File: config.mk
export PLATFORM = sky130hd
export DESIGN_NAME = franken_mem_arbiter
export DESIGN_NICKNAME = d
export VERILOG_FILES = /design/src/rtl/franken_pkg.sv /design/src/rtl/franken_arb_pick.sv /design/src/rtl/franken_mem_arbiter.sv
export SDC_FILE = /design/constraint.sdc
export NUM_CORES = 1
export LEC_CHECK = 0
export ABC_AREA = 0
export CAP_MARGIN = 20
export CORE_MARGIN = 1.5
export CORE_UTILIZATION = 36
export CTS_BUF_LIST = sky130_fd_sc_hd__clkbuf_4
export DETAILED_ROUTE_END_ITERATION = 7
export GPL_ROUTABILITY_DRIVEN = 0
export PLACE_DENSITY = 0.83
export SLEW_MARGIN = 5
export SYNTH_ARGS = -nofsm -noshare
export SYNTH_HDL_FRONTEND = slang
export SYNTH_SLANG_ARGS = --single-unit
File: constraint.sdc
create_clock -name clk -period 2.2 [get_ports clk]
set_input_delay 0.44 -clock clk [delete_from_list [all_inputs] [get_ports clk]]
set_output_delay 0.44 -clock clk [all_outputs]
set_load 0.01 [all_outputs]
File: src/rtl/franken_pkg.sv
// rtl/franken_pkg.sv - shared types and constants for the franken memory arbiter
package franken_pkg;

  localparam int DATA_W = 32;

  typedef enum logic [1:0] {
    IDLE    = 2'd0,
    ISSUE   = 2'd1,
    WAIT_RD = 2'd2
  } state_e;

  typedef enum logic {
    OWN_I = 1'b0,
    OWN_D = 1'b1
  } owner_e;

endpackage

File: src/rtl/franken_arb_pick.sv
// rtl/franken_arb_pick.sv - data-first winner select with a fetch starvation guard
module franken_arb_pick import franken_pkg::*; #(
  parameter int unsigned MAX_D_STREAK = 4
) (
  input  logic clk,
  input  logic reset,
  input  logic arb_en,
  input  logic i_req,
  input  logic d_req,
  output logic pick_i,
  output logic pick_d
);

  localparam logic [3:0] MAX_CNT = 4'(MAX_D_STREAK);

  logic [3:0] streak_q, streak_d;
  logic       force_i;

  // Streak only counts D wins that actually made a waiting fetch wait longer.
  always_comb begin
    force_i  = i_req && (streak_q == MAX_CNT);
    pick_d   = arb_en && d_req && !force_i;
    pick_i   = arb_en && i_req && !pick_d;
    streak_d = streak_q;
    if (pick_i) begin
      streak_d = '0;
    end else if (pick_d && i_req && (streak_q != MAX_CNT)) begin
      streak_d = streak_q + 4'd1;
    end
  end

  always_ff @(posedge clk or negedge reset) begin
    if (!reset) begin
      streak_q <= '0;
    end else begin
      streak_q <= streak_d;
    end
  end

endmodule

File: src/rtl/franken_mem_arbiter.sv
// rtl/franken_mem_arbiter.sv - shares one memory port between fetch and load/store
module franken_mem_arbiter import franken_pkg::*; #(
  parameter int unsigned MAX_D_STREAK = 4
) (
  input  logic              clk,
  input  logic              reset,
  input  logic              i_req,
  input  logic [DATA_W-1:0] i_addr,
  output logic              i_gnt,
  output logic              i_rvalid,
  output logic [DATA_W-1:0] i_rdata,
  output logic              i_stall,
  input  logic              d_req,
  input  logic              d_we,
  input  logic [3:0]        d_be,
  input  logic [DATA_W-1:0] d_addr,
  input  logic [DATA_W-1:0] d_wdata,
  output logic              d_gnt,
  output logic              d_rvalid,
  output logic [DATA_W-1:0] d_rdata,
  output logic              d_stall,
  output logic              mem_en,
  output logic [3:0]        mem_we,
  output logic [DATA_W-1:0] mem_addr,
  output logic [DATA_W-1:0] mem_wdata,
  input  logic              mem_ready,
  input  logic              mem_rvalid,
  input  logic [DATA_W-1:0] mem_rdata
);

  state_e            state_q, state_d;
  owner_e            owner_q, owner_d;
  logic [DATA_W-1:0] addr_q, addr_d;
  logic [DATA_W-1:0] wdata_q, wdata_d;
  logic [3:0]        we_q, we_d;
  logic              write_q, write_d;
  logic              i_gnt_q, i_gnt_d;
  logic              d_gnt_q, d_gnt_d;
  logic              store_done_q, store_done_d;
  logic              arb_en, pick_i, pick_d;

  // No arbitration in the store-done cycle: the core still holds d_req there.
  assign arb_en = (state_q == IDLE) && !store_done_q;

  franken_arb_pick #(
    .MAX_D_STREAK(MAX_D_STREAK)
  ) u_pick (
    .clk   (clk),
    .reset (reset),
    .arb_en(arb_en),
    .i_req (i_req),
    .d_req (d_req),
    .pick_i(pick_i),
    .pick_d(pick_d)
  );

  always_comb begin
    state_d      = state_q;
    owner_d      = owner_q;
    addr_d       = addr_q;
    wdata_d      = wdata_q;
    we_d         = we_q;
    write_d      = write_q;
    i_gnt_d      = 1'b0;
    d_gnt_d      = 1'b0;
    store_done_d = 1'b0;
    mem_en       = 1'b0;
    i_rvalid     = 1'b0;
    d_rvalid     = 1'b0;
    case (state_q)
      IDLE: begin
        if (pick_d) begin
          owner_d = OWN_D;
          addr_d  = d_addr;
          wdata_d = d_we ? d_wdata : '0;
          we_d    = d_we ? d_be : 4'b0000;
          write_d = d_we;
          d_gnt_d = 1'b1;
          state_d = ISSUE;
        end else if (pick_i) begin
          owner_d = OWN_I;
          addr_d  = i_addr & ~32'h3;
          wdata_d = '0;
          we_d    = 4'b0000;
          write_d = 1'b0;
          i_gnt_d = 1'b1;
          state_d = ISSUE;
        end
      end
      ISSUE: begin
        mem_en = 1'b1;
        if (mem_ready) begin
          if (write_q) begin
            store_done_d = 1'b1;
            state_d      = IDLE;
          end else begin
            state_d = WAIT_RD;
          end
        end
      end
      WAIT_RD: begin
        if (mem_rvalid) begin
          if (owner_q == OWN_I) begin
            i_rvalid = 1'b1;
          end else begin
            d_rvalid = 1'b1;
          end
          state_d = IDLE;
        end
      end
      default: state_d = IDLE;
    endcase
  end

  always_ff @(posedge clk or negedge reset) begin
    if (!reset) begin
      state_q      <= IDLE;
      owner_q      <= OWN_I;
      addr_q       <= '0;
      wdata_q      <= '0;
      we_q         <= '0;
      write_q      <= 1'b0;
      i_gnt_q      <= 1'b0;
      d_gnt_q      <= 1'b0;
      store_done_q <= 1'b0;
    end else begin
      state_q      <= state_d;
      owner_q      <= owner_d;
      addr_q       <= addr_d;
      wdata_q      <= wdata_d;
      we_q         <= we_d;
      write_q      <= write_d;
      i_gnt_q      <= i_gnt_d;
      d_gnt_q      <= d_gnt_d;
      store_done_q <= store_done_d;
    end
  end

  assign i_gnt     = i_gnt_q;
  assign d_gnt     = d_gnt_q;
  assign mem_we    = we_q;
  assign mem_addr  = addr_q;
  assign mem_wdata = wdata_q;
  assign i_rdata   = i_rvalid ? mem_rdata : '0;
  assign d_rdata   = d_rvalid ? mem_rdata : '0;
  assign i_stall   = i_req & ~i_rvalid;
  assign d_stall   = d_req & ~(d_rvalid | store_done_q);

endmodule
### Yosys cells after proc, flatten, opt, wreduce, memory -nomap -nowiden

Index checks and enable logic that the tools add are counted.

| storage, ports and cells | value |
|---|---|
| flip-flop bits (word level) | 79 |
| input bits | 139 |
| output and inout port bits | 139 |
| logic and storage cells | 75 |

| cells by class | value |
|---|---|
| add/subtract/negate cells | 1 |
| equal/unequal tests | 7 |
| mux-type cells | 36 |
| bitwise gates (word level) | 5 |
| reduce and logical (&&, ||, !) cells | 16 |

Operator list:

| operator | count |
|---|---|
| two-way mux 32 bit | 7 |
| two-way mux 4 bit | 5 |
| two-way mux 1 bit | 18 |
| two-way mux 2 bit | 5 |
| logical AND 1 bit | 8 |
| case mux 2 bit (3 select lines) | 1 |
| adder 4 x 1 -> 4 bit (second input constant) | 1 |
| equality test 4 x 3 -> 1 bit (second input constant) | 1 |
| inequality test 2 bit (second input constant) | 2 |
| inequality test 4 x 3 -> 1 bit (second input constant) | 1 |
| nonzero test 2 bit | 2 |
| logical NOT 1 bit | 3 |
| inequality test 3 bit (second input constant) | 1 |
| AND reduction 3 bit | 1 |
| bitwise AND 1 bit | 2 |
| equality test 2 x 1 -> 1 bit (second input constant) | 1 |
| equality test 2 bit (second input constant) | 1 |
| logical NOT 2 bit | 1 |
| NOT 1 bit | 2 |
| AND reduction 2 bit | 1 |
| bitwise OR 1 bit | 1 |

### Depth between registers and ports, before layout

| depth | value |
|---|---|
| depth in word-level cells | 9 |
| gate-level depth with buffers | 8 |
| gate-level depth less buffers | 6 |

### Hierarchy

A second synthesis with hierarchy kept.

| unflattened totals | value |
|---|---|
| cells, all modules | 302 |
| area total of the unflattened synthesis | 3849.9 sq um |

Modules (own cells, without submodules):

| module | instances | cells each | area each (sq um) | sequential area each (sq um) |
|---|---|---|---|---|
| franken_mem_arbiter | 1 | 278 | 3589.7 | 1876.8 |
| franken_arb_pick | 1 | 24 | 260.2 | 100.1 |

### Worst setup path after synthesis

Ideal clock, no wire load.

| timing | value |
|---|---|
| path kind | reg2out |
| start | register state_q[0] |
| end | output port i_rdata[23] |
| arrival time | 1.472 ns |
| data required time | 1.760 ns |
| path slack | 0.288 ns |
| stages on the path, launching flop included | 5 |
| path buffers | 1 |
| cells stage by stage | dfrtp_1 -> nand2b_1 -> nor3b_1 -> clkbuf_1 -> and2_1 |

| on the way | value |
|---|---|
| word-level cells in the longest chain between the ends | 3 |

RTL lines:

| element | line | text |
|---|---|---|
| start, declared | franken_mem_arbiter.sv:31 | `state_e state_q, state_d;` |
| start signal, assigned | franken_mem_arbiter.sv:127 | `state_q <= state_d;` |
| equality test 2 bit | franken_mem_arbiter.sv:70 | `case (state_q)` |
| two-way mux 1 bit | franken_mem_arbiter.sv:70 |  |
| named net i_rvalid | franken_mem_arbiter.sv:10 | `output logic i_rvalid,` |
| two-way mux 32 bit | franken_mem_arbiter.sv:144 | `assign i_rdata = i_rvalid ? mem_rdata : '0;` |
| end, declared | franken_mem_arbiter.sv:11 | `output logic [DATA_W-1:0] i_rdata,` |

The timed path passes the listed nets, and every way through them passes these cells.

### Worst setup path in the final report

| timing | value |
|---|---|
| start | register state_q[0] |
| end | output port d_rdata[5] |

| on the way | value |
|---|---|
| word-level cells in the longest chain between the ends | 3 |

RTL lines:

| element | line | text |
|---|---|---|
| equality test 2 bit | franken_mem_arbiter.sv:70 |  |
| two-way mux 1 bit | franken_mem_arbiter.sv:70 |  |
| two-way mux 32 bit | franken_mem_arbiter.sv:145 | `assign d_rdata = d_rvalid ? mem_rdata : '0;` |
| end, declared | franken_mem_arbiter.sv:20 | `output logic [DATA_W-1:0] d_rdata,` |

Every way passes these cells.

==> results.sh <==
export IMPL_layout_min_cycle_time_ns=2.230
export IMPL_grt_start_max_net_pins=51
export IMPL_rsz0062_at_grt="true"
export IMPL_cts_made_buffers=9
export IMPL_drt_pass1_iter_count=5
export IMPL_hold_slack_ns=0.4791
export IMPL_yosys_most_used_dff="dfrtp_1"
export IMPL_setup_viol_count_final=18
export IMPL_ant_nets=0
export IMPL_hpwl_um=9843
export IMPL_yosysMostFrequentCell="dfrtp_1"
export IMPL_crit_required_ns=1.76
export IMPL_startpoint_type="register"
export IMPL_area_growth_pct=80.11
export IMPL_fp_dieH_um=107.9
export IMPL_drive_above_1_share=0.2643
export IMPL_yosysTopAreaCell="dfrtp_1"
export IMPL_violations="setup timing"
export IMPL_layout_cells_non_filler=806
export IMPL_clkTransAtPathRegs_ns=0.13
export IMPL_dp_cells=777
export IMPL_syn_area_sq_um=3964
export IMPL_drtIter0Drc=259
export IMPL_holdCritPathClass="primary input to async pin"
export IMPL_reg2reg_slack_ns=0.07
export IMPL_synth_area_per_cell_sq_um=10.51
export IMPL_yosys_warnings=0
export IMPL_core_area_sq_um=10790
export IMPL_wirelength_um=14220
export IMPL_wl_per_cell_um=17.65
export IMPL_clockBufferDepth=2
export IMPL_relSlewSlack=0.7257
export IMPL_nets=802
export IMPL_vias_per_cell=5.132
export IMPL_ir_drop_v=0.0007052
export IMPL_cap_violations=0
export IMPL_synth_edff_count=0
export IMPL_arrival_ns=1.79
export IMPL_cp_max_fo=9
export IMPL_post_dp_cell_area_sq_um=6968
export IMPL_ys_seq_elements=79
export IMPL_ys_top_cells_by_count="79 x dfrtp_1, 64 x and2_1, 38 x a22o_1"
export IMPL_die_w_um=107.9
export IMPL_num_vias=4136
export IMPL_reg2reg_depth=8
export IMPL_grt_pass1_vias=4120
export IMPL_design_area_sq_um=7139
export IMPL_pin_count=278
export IMPL_reg2reg_to="mem_wdata[15]"
export IMPL_cts_tree="done"
export IMPL_htreeDepth=3
export IMPL_syn_nets=518
export IMPL_clk_latency_ns=0.43
export IMPL_synthCells=377
export IMPL_die_area_sq_um=11650
export IMPL_clock_sinks=79
export IMPL_rows=38
export IMPL_async_flop_share=1.000
export IMPL_grt_pass1_wl_um=20780
export IMPL_path_class="register to output pin"
export IMPL_post_route_util=0.6615
export IMPL_start_util=0.3673
export IMPL_p_leak_nw=3.181
export IMPL_grt_use_total=0.2270
export IMPL_grt_antenna_before_repair=0
export IMPL_yosysSeqAreaShare=0.4987
export IMPL_crit_start="state_q[0]"
export IMPL_totalPowerFinal_mw=7.809
export IMPL_port_buffers=275
export IMPL_crit_end="d_rdata[5]"
export IMPL_synth_top_cell_area_share=0.4987
export IMPL_ys_top_cells_by_area="dfrtp_1 50%, and2_1 10%, a211oi_2 8.8%"
export IMPL_status="finished, violations left"
export IMPL_hold_viol_final=0
export IMPL_r2r_start="state_q[0]"
export IMPL_root_buffer="clkbuf_4"
export IMPL_slew_violations=0
export IMPL_fmax_ghz=0.4484
export IMPL_setup_ws_ns=-0.03016
export IMPL_fin_skew_ns=0.01357
export IMPL_fillers=868
export IMPL_overflow=0
export IMPL_fin_crit_sh=1.014
export IMPL_antennaDiodeCount=0
export IMPL_worstMarginPinSlew_ns=0.4114
export IMPL_cp_end_kind="output pin"
export IMPL_yosys_cell_types_count=35
export IMPL_drcViolationCount=0
export IMPL_powerDensity_nw_per_um2=1094
## routing by layer
layer	wire length (um)	up-vias	GRT usage
li1	-	1913	-
met1	5818	2008	0.2810
met2	7125	199	0.3767
met3	1081	16	0.06450
met4	198	0	0.08647
met5	0	-	0
## cell type report
type,instances,area [sq um],share of cell area
Timing Repair Buffer,309,2984,0.4180
Sequential cell,79,1977,0.2769
Multi-Input combinational cell,254,1854,0.2597
Tap cell,140,175.2,0.02454
Clock buffer,10,75.07,0.01052
Clock inverter,6,43.79,0.006134
Inverter,8,30.03,0.004206
## flip-flops by register name (all words and copies together), names as in the netlist, 2 cells and up
name / count
mem_wdata: 32
mem_addr: 32
mem_we: 4
u_pick.streak_q: 4
state_q: 2
## what timing repair did
item / in CTS / in global routing
hold endpoints to repair: 29 / 0
pin swaps: 2 / 15
hold buffers: 1 / 0
buffers inserted: 5 / 3
setup endpoints to repair: 69 / 74
gates cloned: 3 / 4
gates resized for setup: 280 / 49
## worst min-delay path by stage
stage,startpoint,endpoint
floorplan,reset,d_gnt
global placement,reset,mem_addr[17]
detailed placement,reset,mem_addr[17]
CTS,reset,mem_addr[13]
global route,reset,mem_addr[13]
finish,reset,mem_addr[13]
## through the flow
step / setup TNS (ns) / setup slack [ns]
5_1_grt: -5.516 / -0.1157
3_5_place_dp: -28.72 / -0.3546
6_report: -0.1857 / -0.03016
4_1_cts: -0.2131 / -0.01797
3_3_place_gp: -26.24 / -0.3019
2_1_floorplan: 0 / 0.2882
## worst max-delay path, cell delays in order, from the launching register on
cell	delay [ns]
dfrtp_1	0.42
buf_6	0.12
and4b_2	0.30
buf_6	0.14
buf_12	0.12
and2_1	0.13
buf_2	0.13
## cell usage in the layout (no fill, tap or decap), types with 19 or more instances in the layout
master,netlist,layout
a211oi_2,28,29
a21oi_1,30,30
a22o_1,38,38
and2_1,64,45
and2_4,0,19
buf_2,1,46
buf_6,7,24
clkdlybuf4s50_1,0,205
dfrtp_1,79,79
nor2_1,32,32
nor3_1,31,30
## cell families after synthesis
| group | count (synthesis) | share of synthesized area |
|---|---|---|
| flip-flops | 79 | 0.4987 |
| buffers and inverters | 44 | 0.05524 |
| AND/OR/NAND/NOR | 145 | 0.2049 |
| AO/OA/AOI/OAI | 107 | 0.2348 |
| adder cells (fa/ha/maj) | 2 | 0.006312 |
## report_power, final
group	total, mW	switching, mW	internal [mW]
registers	2.56	0.428	2.13
clock network	0.785	0.536	0.249
logic	4.46	2.02	2.44
Power figures use the tool's default switching activity.
